**src/rtl/shift_pkg.sv**
```systemverilog
// Shared mode and state encodings for the universal shift register.
package shift_pkg;

  localparam logic [2:0] MODE_HOLD = 3'b000;
  localparam logic [2:0] MODE_SHR  = 3'b001;
  localparam logic [2:0] MODE_SHL  = 3'b010;
  localparam logic [2:0] MODE_LOAD = 3'b011;
  localparam logic [2:0] MODE_ROR  = 3'b100;
  localparam logic [2:0] MODE_ROL  = 3'b101;
  localparam logic [2:0] MODE_ASR  = 3'b110;
  localparam logic [2:0] MODE_RSVD = 3'b111;

  typedef enum logic {
    ST_IDLE = 1'b0,
    ST_RUN  = 1'b1
  } state_t;

  // Only shift/rotate modes are worth repeating; hold/load/reserved are one-shot.
  function automatic logic is_multi_mode(input logic [2:0] m);
    return (m != MODE_HOLD) && (m != MODE_LOAD) && (m != MODE_RSVD);
  endfunction

endpackage

```
**src/rtl/shift_step_n.sv**
```systemverilog
// One step of the universal shifter: next register value for a given op.
module shift_step_n
  import shift_pkg::*;
#(
  parameter int WIDTH = 8
) (
  input  logic [WIDTH-1:0] cur,
  input  logic [2:0]       op,
  input  logic             sr_ser,
  input  logic             sl_ser,
  input  logic [WIDTH-1:0] din,
  output logic [WIDTH-1:0] nxt
);

  // Next-value mux; hold and reserved both keep the current value.
  always_comb begin
    nxt = cur;
    case (op)
      MODE_SHR:  nxt = {sr_ser, cur[WIDTH-1:1]};
      MODE_SHL:  nxt = {cur[WIDTH-2:0], sl_ser};
      MODE_LOAD: nxt = din;
      MODE_ROR:  nxt = {cur[0], cur[WIDTH-1:1]};
      MODE_ROL:  nxt = {cur[WIDTH-2:0], cur[WIDTH-1]};
      MODE_ASR:  nxt = {cur[WIDTH-1], cur[WIDTH-1:1]};
      default:   nxt = cur;
    endcase
  end

endmodule

```
**src/rtl/univ_shift_reg_n.sv**
```systemverilog
// Parametrised universal shift register with a multi-step shift sequencer.
//
//   state   | meaning
//   --------+--------------------------------------------------------------
//   ST_IDLE | single-step ops under en; start launches a sequence
//   ST_RUN  | applies latched op once per edge until the down-counter ends
module univ_shift_reg_n
  import shift_pkg::*;
#(
  parameter int WIDTH = 8,
  parameter int CNT_W = $clog2(WIDTH) + 1
) (
  input  logic             clk,
  input  logic             clr,
  input  logic             en,
  input  logic [2:0]       mode,
  input  logic [WIDTH-1:0] din,
  input  logic             sr_ser,
  input  logic             sl_ser,
  input  logic             start,
  input  logic [CNT_W-1:0] amt,
  output logic [WIDTH-1:0] dout,
  output logic             sr_out,
  output logic             sl_out,
  output logic             busy,
  output logic             done
);

  state_t           state;
  logic [2:0]       op_q;
  logic [CNT_W-1:0] count;
  logic [WIDTH-1:0] reg_q;
  logic             done_q;
  logic [2:0]       step_op;
  logic [WIDTH-1:0] step_val;

  // The step function is shared: RUN uses the latched op, IDLE the live mode.
  assign step_op = (state == ST_RUN) ? op_q : mode;

  shift_step_n #(.WIDTH(WIDTH)) u_step (
    .cur    (reg_q),
    .op     (step_op),
    .sr_ser (sr_ser),
    .sl_ser (sl_ser),
    .din    (din),
    .nxt    (step_val)
  );

  // Register, sequencer FSM, down-counter and done pulse.
  always_ff @(posedge clk) begin
    if (!clr) begin
      state  <= ST_IDLE;
      op_q   <= MODE_HOLD;
      count  <= '0;
      reg_q  <= '0;
      done_q <= 1'b0;
    end else begin
      done_q <= 1'b0;
      case (state)
        ST_RUN: begin
          reg_q <= step_val;
          count <= count - CNT_W'(1);
          // Terminal count: this edge applies the final step.
          if (count == CNT_W'(1)) begin
            state  <= ST_IDLE;
            done_q <= 1'b1;
          end
        end
        default: begin
          if (en) begin
            if (start) begin
              if (amt == '0) begin
                done_q <= 1'b1;
              end else if (is_multi_mode(mode)) begin
                op_q  <= mode;
                count <= amt;
                state <= ST_RUN;
              end else begin
                reg_q  <= step_val;
                done_q <= 1'b1;
              end
            end else begin
              reg_q <= step_val;
            end
          end
        end
      endcase
    end
  end

  assign dout   = reg_q;
  assign sr_out = reg_q[0];
  assign sl_out = reg_q[WIDTH-1];
  assign busy   = (state == ST_RUN);
  assign done   = done_q;

endmodule

```
**config.mk**
```make
export PLATFORM = sky130hd
export DESIGN_NAME = univ_shift_reg_n
export DESIGN_NICKNAME = d
export VERILOG_FILES = /design/src/rtl/shift_pkg.sv /design/src/rtl/shift_step_n.sv /design/src/rtl/univ_shift_reg_n.sv
export SDC_FILE = /design/constraint.sdc
export NUM_CORES = 1
export LEC_CHECK = 0
export ABC_AREA = 1
export CAP_MARGIN = 30
export CORE_UTILIZATION = 45
export DETAILED_ROUTE_END_ITERATION = 16
export PLACE_DENSITY = 0.71
export SETUP_SLACK_MARGIN = 0.5
export SLEW_MARGIN = 20
export SYNTH_ARGS = -nofsm -noshare
export SYNTH_HDL_FRONTEND = slang
export SYNTH_HIERARCHICAL = 1
export SYNTH_SLANG_ARGS = --single-unit
```
**constraint.sdc**
```tcl
create_clock -name clk -period 3.5 [get_ports clk]
set_input_delay 0.525 -clock clk [delete_from_list [all_inputs] [get_ports clk]]
set_output_delay 0.525 -clock clk [all_outputs]
set_load 0.03 [all_outputs]
```
==> flow_summary_export.csv <==
group,metric,value,unit
grt,antenna_found_initial,0,
sta,post-route-period-util,68.4,%
flow_run,cap_violations,0,
die,die_y,63.9,um
logic_synthesis,synth_top_cell_by_area,"dfxtp_1",
power_and_ir_drop,sw_frac_of_total,39.8,%
placed_design,dp_hpwl,2960,um
die,die-area,4080,um2
worst_hold_path,min_path_type,"reg -> reg",
die,initial_core_util,47.1,%
logic_synthesis,syn-num-nets,290,
logic_synthesis,synthArstFlopShare,0,%
grt,grt_max_degree,19,
power_and_ir_drop,switching_power,0.000259,W
setup_path,rr_endpoint,"dout[6]$_SDFFE_PN0P_",
power_and_ir_drop,p_per_area,321,nW/um2
clock_network,clockRootBuffer,"clkbuf_8",
clock_network,clk_pin_slew,70,ps
logic_synthesis,synth_area,1720,um2
setup_path,end_kind,"flop",
sta,period_minus_slack,2400,ps
placed_design,portBuffers,32,
sta,rsz0062_at_grt,"no",
logic_synthesis,synth.avg_cell_area,6.45,um2
logic_synthesis,synth-seq-cells,17,
grt,grt_usage,21.3,%
clock_network,cts_hold_buffers,0,
logic_synthesis,yosysMostFrequentCell,"nand2_1",
logic_synthesis,ys.flop_type,"dfxtp_1",
final_layout,fillers,369,
final_layout,layout-drive-gt1-share,16.5,%
logic_synthesis,synthTopCellsByArea,"dfxtp_1, nand2_1, nand4_1",
drt,first_pass_iters,4,
power_and_ir_drop,p_leak,0.923,nW
placed_design,placed_cells_incl_taps,335,
sta,tns,0,ps
clock_network,numCtsBuffers,3,
die,die_w,63.9,um
power_and_ir_drop,power.share.sequential,36.4,%
drt,num_vias,1768,
clock_network,cts_resized,0,
logic_synthesis,synthCells,267,
logic_synthesis,synth-edff-count,0,
drt,drt_iter0_drc,262,
sta,maxSlewHeadroom,50.8,%
clock_network,clockBufferDepth,2,
grt,grt_pass1_wl,6960,um
setup_path,worst-path-max-fanout,13,
setup_path,rrSetupSlack,1420,ps
placed_design,place_congestion,0.855,
clock_network,clk_latency,250,ps
drt,ant_nets,0,
final_layout,stdcell_count,339,
setup_path,cp.required,3650,ps
setup_path,arrival,2550,ps
power_and_ir_drop,p_int,0.000391,W
grt,grt_pass1_vias,1527,
clock_network,htreeDepth,1,
die,coreArea,3660,um2
final_layout,nets,315,
power_and_ir_drop,vdd_drop_max,0.176,mV
drt,detail_route.wl_per_cell,12.2,um
drt,drcViolationCount,0,
die,row_count,22,
logic_synthesis,synth.distinct_cells,29,
power_and_ir_drop,pwr-share-comb,39.9,%
setup_path,start_kind,"input pin",
logic_synthesis,yosysSeqAreaShare,19.8,%
power_and_ir_drop,clkPwrFrac,23.7,%
logic_synthesis,synth.top_cell.area_share,19.8,%
sta,slew_viol_final,0,
sta,clock_skew,2.01,ps
die,num_io_pins,33,
final_layout,n_antenna_cell,0,
logic_synthesis,synth_warnings,6,
clock_network,clock-sinks,17,
setup_path,rr_startpoint,"busy$_SDFF_PN0_",
drt,vias_per_cell,5.22,
worst_hold_path,holdPathStages,2,
sta,fmax,417,MHz
sta,finalHoldViolCount,0,
grt,grt_overflow,0,
logic_synthesis,synthTopCellsByCount,"nand2_1, nand4_1, inv_1",
run_status,status,"complete, no violations",
sta,setup_viol_count_final,0,
worst_hold_path,whs_endpoint,"op_q[1]$_SDFFE_PN0P_",
final_layout,syn_to_final_growth,17.2,%
setup_path,r2r_cells,9,
worst_hold_path,worstHoldStart,"op_q[1]$_SDFFE_PN0P_",
clock_network,tritoncts,"done",
clock_network,post-cts-setup-buffers,0,
sta,worstMarginPinSlew,737,ps
drt,drt_wl_total,4130,um
setup_path,critPathKind,"in -> reg",
==> logic make-up after synthesis <==
group	count (synthesis)	synth area share, %
fa+ha+maj	2	1.45
compound gates	18	5.59
simple gates	183	56.4
flops	17	19.8
buf+inv	47	16.8
==> sequential cells by signal, summed over array words and instances, names as in the netlist <==
signal and flops:
op_q 3, count 4, busy 1, dout 8, done 1
==> worst max-delay path by stage <==
stage	from	end	cells past startpoint
detailed placement	mode[0]	dout[6]$_SDFFE_PN0P_	11
global placement	mode[0]	dout[6]$_SDFFE_PN0P_	10
global route	mode[0]	dout[0]$_SDFFE_PN0P_	10
floorplan	busy$_SDFF_PN0_	dout[4]$_SDFFE_PN0P_	13
CTS	mode[0]	dout[6]$_SDFFE_PN0P_	11
finish	mode[0]	dout[6]$_SDFFE_PN0P_	10
==> through the flow <==
step	utilization, %	area [um2]	total power [W]	worst slack [ps]	hold WS, ps
after floorplan	-	1720	0.000433	1680	450
after CTS	55.2	2020	0.000651	1130	486
after global placement	53.9	1970	0.000496	871	467
final	55.2	2020	0.000649	1100	482
after detailed placement	53.9	1970	0.000498	876	475
after global routing	55.2	2020	0.000688	981	511
==> layout by cell type, fill, tap and decap left out, types with 4 or more instances in the layout <==
master | Yosys | layout
o21ai_0 | 7 | 5
buf_4 | 6 | 4
nand3_1 | 23 | 23
clkdlybuf4s50_1 | 0 | 32
nand4_1 | 31 | 31
nand2_1 | 75 | 75
nand2_2 | 8 | 8
inv_1 | 25 | 25
nor2_1 | 20 | 20
dfxtp_1 | 17 | 17
nor2_2 | 12 | 12
a21oi_1 | 8 | 8
nand2_4 | 4 | 4
==> worst max-delay path, cell delays in order <==
cell and delay [ps]:
clkdlybuf4s50_1 540, inv_2 70, o21ai_2 580, inv_2 200, nand4_1 150, nand2_1 60, nor2_1 130, nand3_1 120
nor2_2 120, nor2_1 60
==> power groups by stage <==
stage	registers [W]	clock network, W	logic (W)
floorplan	0.000253	0	0.000180
global placement	0.000241	0	0.000255
detailed placement	0.000241	0	0.000257
CTS	0.000236	0.000156	0.000258
global route	0.000239	0.000166	0.000282
finish	0.000236	0.000154	0.000259
==> area by class of cell <==
class / count / area (um2) / share of cell area (%)
multi-input cells: 203 / 1100 / 54.3
clock buffers: 4 / 45.0 / 2.23
repair buffers: 36 / 350 / 17.3
well taps: 48 / 60.1 / 2.97
flip-flops and latches: 17 / 340 / 16.9
inverters: 31 / 126 / 6.26
==> per-layer routing <==
| metal | vias to the layer above | routed length, um | global-route usage, % |
|---|---|---|---|
| met5 | - | 0 | 0 |
| met4 | 0 | 25 | 6.82 |
| met1 | 781 | 1990 | 30.1 |
| met2 | 64 | 1860 | 33.4 |
| li1 | 921 | - | - |
| met3 | 2 | 245 | 2.32 |
Power figures use the tool's default switching activity.
